**config.mk**
```make
export PLATFORM = sky130hd
export DESIGN_NAME = mm_bus_arb
export DESIGN_NICKNAME = d
export VERILOG_FILES = /design/src/rtl/mm_bus_arb.sv
export SDC_FILE = /design/constraint.sdc
export NUM_CORES = 1
export LEC_CHECK = 0
export CAP_MARGIN = 20
export CORE_ASPECT_RATIO = 1.1
export CORE_UTILIZATION = 31
export CTS_BUF_LIST = sky130_fd_sc_hd__clkbuf_4
export DETAILED_ROUTE_END_ITERATION = 12
export PLACE_DENSITY = 0.84
export SETUP_SLACK_MARGIN = 0.4
export SLEW_MARGIN = 20
export SYNTH_ARGS = -nofsm -noshare
export SYNTH_HDL_FRONTEND = slang
export SYNTH_SLANG_ARGS = --single-unit
```
**constraint.sdc**
```tcl
create_clock -name clk -period 1.4 [get_ports clk]
set_input_delay 0.14 -clock clk [delete_from_list [all_inputs] [get_ports clk]]
set_output_delay 0.14 -clock clk [all_outputs]
set_load 0.01 [all_outputs]
```
**src/rtl/mm_bus_arb.sv**
```systemverilog
// rtl/mm_bus_arb.sv - two-core arbiter onto one shared memory-mapped bus with lock and read return
module mm_bus_arb #(
    parameter int DATA_W   = 16,
    parameter int LOCK_MAX = 8
) (
    input  logic              clk,
    input  logic              rst,
    input  logic [DATA_W-1:0] c0_addr,
    input  logic [DATA_W-1:0] c1_addr,
    input  logic              c0_re,
    input  logic              c1_re,
    input  logic              c0_we,
    input  logic              c1_we,
    input  logic [DATA_W-1:0] c0_wdata,
    input  logic [DATA_W-1:0] c1_wdata,
    input  logic              c0_lock,
    input  logic              c1_lock,
    output logic              c0_stall,
    output logic              c1_stall,
    output logic [DATA_W-1:0] c0_rdata,
    output logic [DATA_W-1:0] c1_rdata,
    output logic              c0_rvld,
    output logic              c1_rvld,
    output logic [DATA_W-1:0] mm_addr,
    output logic              mm_re,
    output logic              mm_we,
    output logic [DATA_W-1:0] mm_wdata,
    input  logic [DATA_W-1:0] mm_rdata,
    output logic [1:0]        gnt
);

    localparam int LCNT_W = $clog2(LOCK_MAX + 1);
    localparam logic [LCNT_W-1:0] LCNT_LAST = LCNT_W'(LOCK_MAX - 1);
    localparam logic [LCNT_W-1:0] LCNT_ONE  = LCNT_W'(1);

    typedef enum logic [1:0] {
        IDLE = 2'd0,
        OWN0 = 2'd1,
        OWN1 = 2'd2
    } state_t;

    state_t            state;
    logic              lg;
    logic [LCNT_W-1:0] lcnt;
    logic              rvld0_q;
    logic              rvld1_q;

    logic req0, req1, held0, held1, win0, win1, rd0, rd1;

    always_comb begin
        req0  = c0_re | c0_we;
        req1  = c1_re | c1_we;
        held0 = (state == OWN0) && c0_lock;
        held1 = (state == OWN1) && c1_lock;
        win0  = 1'b0;
        win1  = 1'b0;
        // A held lock shuts the other core out even when the owner is silent.
        if (held0) begin
            win0 = req0;
        end else if (held1) begin
            win1 = req1;
        end else if (req0 && req1) begin
            win0 = lg;
            win1 = ~lg;
        end else begin
            win0 = req0;
            win1 = req1;
        end
        if (rst) begin
            win0 = 1'b0;
            win1 = 1'b0;
        end
        rd0 = win0 & c0_re & ~c0_we;
        rd1 = win1 & c1_re & ~c1_we;
    end

    always_comb begin
        mm_addr  = '0;
        mm_wdata = '0;
        mm_re    = 1'b0;
        mm_we    = 1'b0;
        if (win0) begin
            mm_addr  = c0_addr;
            mm_wdata = c0_wdata;
            mm_we    = c0_we;
            mm_re    = rd0;
        end else if (win1) begin
            mm_addr  = c1_addr;
            mm_wdata = c1_wdata;
            mm_we    = c1_we;
            mm_re    = rd1;
        end
    end

    assign gnt      = rst ? 2'b00 : {held1 | win1, held0 | win0};
    assign c0_stall = req0 & ~win0 & ~rst;
    assign c1_stall = req1 & ~win1 & ~rst;
    // Masking by rst kills a return pulse that lands in the reset cycle.
    assign c0_rvld  = rvld0_q & ~rst;
    assign c1_rvld  = rvld1_q & ~rst;

    always_ff @(posedge clk) begin
        if (rst) begin
            state    <= IDLE;
            lg       <= 1'b1;
            lcnt     <= '0;
            c0_rdata <= '0;
            c1_rdata <= '0;
            rvld0_q  <= 1'b0;
            rvld1_q  <= 1'b0;
        end else begin
            if (win0 | win1) lg <= win1;
            rvld0_q <= rd0;
            rvld1_q <= rd1;
            if (rd0) c0_rdata <= mm_rdata;
            if (rd1) c1_rdata <= mm_rdata;
            // lcnt counts locked cycles already spent, including the acquiring one.
            if (held0 || held1) begin
                if (lcnt == LCNT_LAST) begin
                    state <= IDLE;
                    lcnt  <= '0;
                end else begin
                    lcnt <= lcnt + LCNT_ONE;
                end
            end else if (win0 && c0_lock) begin
                state <= OWN0;
                lcnt  <= LCNT_ONE;
            end else if (win1 && c1_lock) begin
                state <= OWN1;
                lcnt  <= LCNT_ONE;
            end else begin
                state <= IDLE;
                lcnt  <= '0;
            end
        end
    end

endmodule
```
==> qor.csv, run 1 <==
stage,metric,value,unit
status,run status,"finished, violations left",
status,failing checks,setup timing,
setup_path,kind of critical path,flip-flop to output port,
detailed_routing,WL final,9630,um
timing,Highest Clock Rate,480,MHz
detailed_routing,Detail Route Antenna Nets,0,
power,Overall Power,3.29,mW
detailed_routing,via/cell ratio,5.17,
hold_path,hold path endpoint,c1_rdata[15],
finish,Final Util,0.668,
cts,CTS tree,yes,
finish,ANT cells,0,
detailed_routing,Routed WL per cell,18.7,um
setup_path,crit path max fanout,6,
synth,Synth warnings,0,
detailed_routing,vias post-DR,2668,
cts,Root Driver,clkbuf_4,
floorplan,initial core utilization,0.319,
timing,min Tclk post-route,2080,ps
power,LEAKAGE,2.07,nW
power,pwr/cell area,746,nW/um^2
grt,initial antenna violation count,0,
setup_path,Critical-path top delay cell,dfxtp_2,
timing,final hold violation count,0,
finish,layout cells sized above 1,0.468,
setup_path,WP data arrival,1940,ps
synth,#FFs+latches synth,41,
finish,Area Growth Syn to Fin,109,%
setup_path,path depth of the worst reg2reg path,7,
synth,Post-synth ARST share,0,
synth,post-synthesis cell type count,40,
cts,Clock Pin Slew Worst Setup and Hold Paths,130,ps
hold_path,hold path startpoint,rst,
detailed_routing,detailed-route DRC error count,0,
finish,area of the multi-input gates,1290,sq um
hold_path,Hold Crit Depth,3,
cts,clk_lat worst skew,360,ps
grt,vias in the first global route,2757,
detailed_routing,met3 wire length,900,um
placement,Detail Placement HPWL,6710,um
timing,crit share post-route,1.49,
floorplan,die width,80.6,um
detailed_routing,met1 WL,3600,um
job,MaxCap Viol Count,0,
timing,RSZ-0062 raised after global routing,yes,
synth,post-synthesis cell count,232,
floorplan,I/O Pins,160,
floorplan,Die ar.,7130,sq um
finish,fillers,548,
detailed_routing,first-pass iteration count of the detailed router,4,
synth,Yosys top cell area share,0.390,
setup_path,Worst EP required,1260,ps
floorplan,Die Ht,88.4,um
timing,Final WS setup,-685,ps
setup_path,internal reg-to-reg setup slack,-310,ps
setup_path,reg2reg end,c1_rdata[5],
setup_path,CP cell instances,"nand3b_1, buf_4, a21oi_4, nor3_4, buf_6, buf_6, a22o_4, buf_6",
synth,"Primary FF master, synth",dfxtp_1,
synth,Synth area leaders,"dfxtp_1 (39%), a22o_1 (13%), mux2i_1 (7.6%), o211ai_1 (6.1%), nor2_1 (5.0%)",
synth,register area share after synthesis,0.390,
timing,max_slew headroom,0.800,
timing,Setup-failing EPs final,78,
detailed_routing,initial drt markers,64,
grt,gr ovfl total,0,
cts,H-tree levels,2,
synth,"area leader, netlist",dfxtp_1,
grt,pin count of the biggest net entering global routing,27,
setup_path,FF-to-FF Start,state[1],
synth,syn_nets,321,
grt,first-pass GRT wire length,13700,um
synth,Synth Cell Area,2110,sq um
cts,Max clock buf depth,2,
cts,Sink Count,41,
setup_path,Critical Path Max Stage Delay,360,ps
power,maximum vdd drop,768,uV
detailed_routing,uppermost layer routed,met4,
placement,number of I/O port buffers,159,
hold_path,Worst Hold Class,input pin to flip-flop,
timing,worst slew pin tran,300,ps
synth,average size of a mapped cell,9.08,sq um
timing,Clock Skew,14.0,ps
cts,"Hold-fix buffers, CTS",0,
setup_path,crit end category,output port,
floorplan,Row Count,31,
floorplan,Placeable Area,6590,sq um
grt,Overall Global Routing Usage,0.259,
finish,register area,865,sq um
setup_path,"most used cell, CP",buf_6,
cts,Num CTS Buffers,5,
finish,fin nets,522,
placement,Placer Congestion,0.865,
timing,count of pins over their slew limit,0,
setup_path,CP Launch Type,flip-flop,
synth,Post-synth EDFFs,0,
detailed_routing,WL met2,4990,um
[worst max path at each step]
stage,endpoint,start,cells after the start
final,mm_wdata[15],state[0],8
after global routing,mm_addr[15],state[0],8
after CTS,mm_addr[15],state[0],8
after detailed placement,mm_addr[15],c0_lock,7
after global placement,mm_addr[15],c0_lock,7
after floorplan,mm_addr[0],state[1],6
[per-stage QoR]
stage | std cells | area, sq um | hold WS [ps] | setup slack [ps] | setup TNS (ps)
floorplan | 232 | 2170 | 263 | -72.2 | -2720
global placement | 490 | 3980 | 473 | -981 | -50210
detailed placement | 490 | 3980 | 478 | -1010 | -52930
CTS | 511 | 4180 | 305 | -678 | -28660
global route | 516 | 4410 | 308 | -745 | -35780
finish | 516 | 4410 | 339 | -685 | -30980
[worst max-delay path: cells and delay by family (launching register included)]
kind / cells / cell delay (ps)
flops: 1 / 360
compound gates: 2 / 420
simple gates: 2 / 260
buf+inv: 4 / 540
[layer usage]
| layer | track usage | vias to the layer above |
|---|---|---|
| met3 | 0.0753 | 15 |
| met1 | 0.276 | 1279 |
| met4 | 0.0877 | 0 |
| met5 | 0 | - |
| met2 | 0.485 | 121 |
| li1 | - | 1253 |
[final cells by class]
cell class | count | area share
multi-input cells | 166 | 0.294
well taps | 82 | 0.0233
flip-flops and latches | 41 | 0.196
clock inverters | 3 | 0.00937
repair buffers | 214 | 0.465
clock buffers | 5 | 0.00852
inverters | 5 | 0.00426
[Yosys cell counts (2+ instances only)]
| cell type | count |
|---|---|
| dfxtp_1 | 41 |
| a22o_1 | 32 |
| nor2_1 | 28 |
| nand2_1 | 18 |
| nand3_1 | 18 |
| o211ai_1 | 17 |
| mux2i_1 | 16 |
| buf_2 | 5 |
| buf_6 | 5 |
| clkbuf_1 | 5 |
| inv_1 | 4 |
| nor2b_1 | 3 |
| nor3_1 | 3 |
| a21oi_1 | 2 |
| and3b_1 | 2 |
| buf_4 | 2 |
| dlygate4sd1_1 | 2 |
| nand3b_1 | 2 |
| nand4_1 | 2 |
| o21ai_0 | 2 |
| o21bai_1 | 2 |
| o221ai_1 | 2 |
| or2b_1 | 2 |
[cells by family (layout without fill, tap and decap cells)]
| group | after synthesis | count (layout) | synth area share |
|---|---|---|---|
| xor+xnor | 2 | 2 | 0.00832 |
| compound gates | 66 | 66 | 0.257 |
| mux | 16 | 16 | 0.0761 |
| flops | 41 | 41 | 0.390 |
| buf+inv | 25 | 227 | 0.0814 |
| simple gates | 81 | 81 | 0.181 |
| fa+ha+maj | 1 | 1 | 0.00594 |
[report_power, final]
part	switching (mW)	internal, mW	leakage (nW)	total (mW)
clock network	0.419	0.370	0.0389	0.789
logic	0.520	0.730	1.68	1.25
registers	0.0304	1.22	0.349	1.25
[placed cells by master, fill, tap and decap left out, types with 2 or more instances in the layout]
cell,count
nor2_1,23
a22o_4,6
clkinv_1,2
nand4_1,2
clkbuf_4,5
buf_12,6
buf_16,2
dfxtp_2,35
nor3_4,2
inv_1,3
o21ai_2,2
a21oi_4,2
buf_4,33
o21bai_1,2
nor2b_4,2
dlygate4sd2_1,2
mux2i_2,2
dfxtp_1,6
clkdlybuf4s50_1,85
nand2_1,18
nand3_2,3
o211ai_1,17
and3b_2,2
nor3_2,2
o221ai_2,2
or2b_1,2
a22o_1,26
nand3_1,15
buf_2,34
nor2_2,5
mux2i_1,14
nand3b_1,2
buf_6,52
[sequential cells by signal (all words and copies together), names as in the netlist]
register	count
lcnt	4
c0_rdata	16
lg	1
c1_rdata	16
state	2
rvld1_q	1
rvld0_q	1
[what timing repair did]
action | CTS | global route
buffers inserted | 11 | 5
endpoints found under the setup margin | 113 | 109
pin swaps | 12 | 12
gates cloned | 2 | 0
resized for setup | 384 | 38
Power figures use the tool's default switching activity.
==> inputs of run 2 (changes only) <==
--- a/config.mk
+++ b/config.mk
@@ -7,10 +7,10 @@
 export LEC_CHECK = 0
 export CAP_MARGIN = 20
 export CORE_ASPECT_RATIO = 1.1
-export CORE_UTILIZATION = 31
+export CORE_UTILIZATION = 37
 export CTS_BUF_LIST = sky130_fd_sc_hd__clkbuf_4
 export DETAILED_ROUTE_END_ITERATION = 12
-export PLACE_DENSITY = 0.84
+export PLACE_DENSITY = 0.93
 export SETUP_SLACK_MARGIN = 0.4
 export SLEW_MARGIN = 20
 export SYNTH_ARGS = -nofsm -noshare
==> constraint.sdc (replaced) <==
create_clock -name clk -period 2.4 [get_ports clk]
set_input_delay 0.24 -clock clk [delete_from_list [all_inputs] [get_ports clk]]
set_output_delay 0.24 -clock clk [all_outputs]
set_load 0.01 [all_outputs]
==> run 2 against run 1 <==
Compared with the run above:
- the flow now finishes without violations
- first-iteration DRC count is 59% higher
- clock-buffer cell count is 1 higher
- clock power shrank 43%
- non-clock buffer count shrank 12
- critical endpoint is now mm_addr[13]
==> qor.csv, run 2 (synthesis results as in run 1) <==
stage,metric,value,unit
hold_path,Hold Crit Depth,3,
floorplan,die width,73.9,um
cts,Clock Pin Slew Worst Setup and Hold Paths,110,ps
setup_path,Critical Path Max Stage Delay,350,ps
detailed_routing,Routed WL per cell,18.7,um
floorplan,Die Ht,81.1,um
status,run status,"finished, final reports clean",
timing,count of pins over their slew limit,0,
finish,Area Growth Syn to Fin,96.0,%
placement,Detail Placement HPWL,6430,um
timing,Setup-failing EPs final,0,
cts,Num CTS Buffers,5,
cts,clk_lat worst skew,350,ps
cts,Sink Count,41,
finish,most frequent cells in the layout,"clkdlybuf4s50_1 (118), dfxtp_1 (39), a22o_1 (32), nor2_1 (27), buf_2 (27)",
setup_path,path depth of the worst reg2reg path,9,
floorplan,initial core utilization,0.388,
power,LEAKAGE,1.91,nW
floorplan,I/O Pins,160,
setup_path,WP data arrival,1960,ps
grt,first-pass GRT wire length,13100,um
setup_path,FF-to-FF Start,state[1],
power,pwr/cell area,450,nW/um^2
setup_path,Worst EP required,2160,ps
hold_path,hold path startpoint,c0_lock,
setup_path,CP Launch Type,flip-flop,
floorplan,Placeable Area,5430,sq um
timing,worst slew pin tran,668,ps
setup_path,crit end category,output port,
timing,Clock Skew,8.39,ps
grt,vias in the first global route,2669,
setup_path,CP cell instances,"nand3b_1, buf_6, a21oi_4, nor2b_4, buf_6, buf_12, a22o_1, buf_2",
setup_path,reg2reg end,c0_rdata[9],
timing,final hold violation count,0,
finish,fin nets,510,
setup_path,Critical-path top delay cell,dfxtp_2,
setup_path,crit path max fanout,5,
setup_path,"most used cell, CP",buf_6,
detailed_routing,vias post-DR,2619,
finish,ANT cells,0,
cts,H-tree levels,2,
detailed_routing,initial drt markers,102,
timing,max_slew headroom,0.555,
hold_path,Worst Hold Class,input pin to flip-flop,
placement,Placer Congestion,0.892,
timing,min Tclk post-route,2200,ps
grt,initial antenna violation count,0,
cts,Max clock buf depth,2,
setup_path,internal reg-to-reg setup slack,630,ps
placement,number of I/O port buffers,159,
detailed_routing,detailed-route DRC error count,0,
cts,Root Driver,clkbuf_4,
hold_path,hold path endpoint,state[0],
timing,Highest Clock Rate,455,MHz
job,MaxCap Viol Count,0,
grt,Overall Global Routing Usage,0.287,
power,Overall Power,1.86,mW
floorplan,Die ar.,6000,sq um
finish,"commonest non-fill, non-tap cell in the layout",clkdlybuf4s50_1,
detailed_routing,via/cell ratio,5.27,
timing,crit share post-route,0.916,
timing,RSZ-0062 raised after global routing,yes,
finish,post-layout instance count excluding filler cells,497,
detailed_routing,Detail Route Antenna Nets,0,
finish,biggest regs,"c0_rdata x16, c1_rdata x16, lcnt x4",
cts,CTS tree,yes,
floorplan,Row Count,28,
placement,Cells after DPL,467,
detailed_routing,WL final,9300,um
detailed_routing,first-pass iteration count of the detailed router,4,
cts,"Hold-fix buffers, CTS",0,
power,maximum vdd drop,446,uV
grt,pin count of the biggest net entering global routing,27,
setup_path,kind of critical path,flip-flop to output port,
finish,layout cells sized above 1,0.239,
grt,gr ovfl total,0,
==> run 2: metal layers <==
layer,wire length (um),up-vias,GRT usage
met2,4610,144,0.516
met4,306,0,0.135
met5,0,-,0
li1,-,1230,-
met3,1050,23,0.115
met1,3330,1222,0.285
==> run 2: per-stage QoR <==
step,setup slack (ps),hold WS (ps),cell area (sq um),setup TNS (ps),util
2_1_floorplan,724,363,2110,0,-
3_3_place_gp,-79.0,473,3830,-1470,0.705
3_5_place_dp,-159,482,3830,-4190,0.705
4_1_cts,169,345,3990,0,0.735
5_1_grt,122,378,4130,0,0.760
6_report,201,365,4130,0,0.760
==> run 2: area by class of cell <==
class	instances	area [sq um]
Clock buffer	6	45.0
Clock inverter	2	33.8
Fill cell	401	1300
Inverter	5	18.8
Multi-Input combinational cell	166	1170
Sequential cell	41	826
Tap cell	75	93.8
Timing Repair Buffer	202	1940
==> run 2: what timing repair did <==
| action | CTS | global route |
|---|---|---|
| setup buffers | 9 | 6 |
| endpoints found under the setup margin | 40 | 40 |
| gates cloned | 3 | 4 |
| gates resized for setup | 164 | 22 |
| pin swaps | 10 | 25 |
| endpoints found under the hold margin | 0 | 0 |
==> run 2: worst max-delay path by stage <==
| stage | start | endpoint | slack (ps) |
|---|---|---|---|
| after floorplan | state[1] | mm_addr[0] | 720 |
| after global placement | c0_lock | mm_addr[15] | -80 |
| after detailed placement | c0_lock | mm_addr[15] | -160 |
| after CTS | state[1] | mm_addr[13] | 170 |
| after global routing | state[0] | mm_addr[13] | 120 |
| final | state[0] | mm_addr[13] | 200 |
==> run 2: report_power, final <==
part / switching, mW / internal [mW] / total, mW / leakage [nW]
logic: 0.284 / 0.398 / 0.682 / 1.53
clock network: 0.224 / 0.228 / 0.452 / 0.0433
registers: 0.0152 / 0.707 / 0.722 / 0.335
==> run 2: critical path, delay by kind of cell (launching register included) <==
family / cells / cell delay, ps
flip-flops: 1 / 350
AND/OR/NAND/NOR: 2 / 430
AO/OA/AOI/OAI: 2 / 260
buffers and inverters: 4 / 580
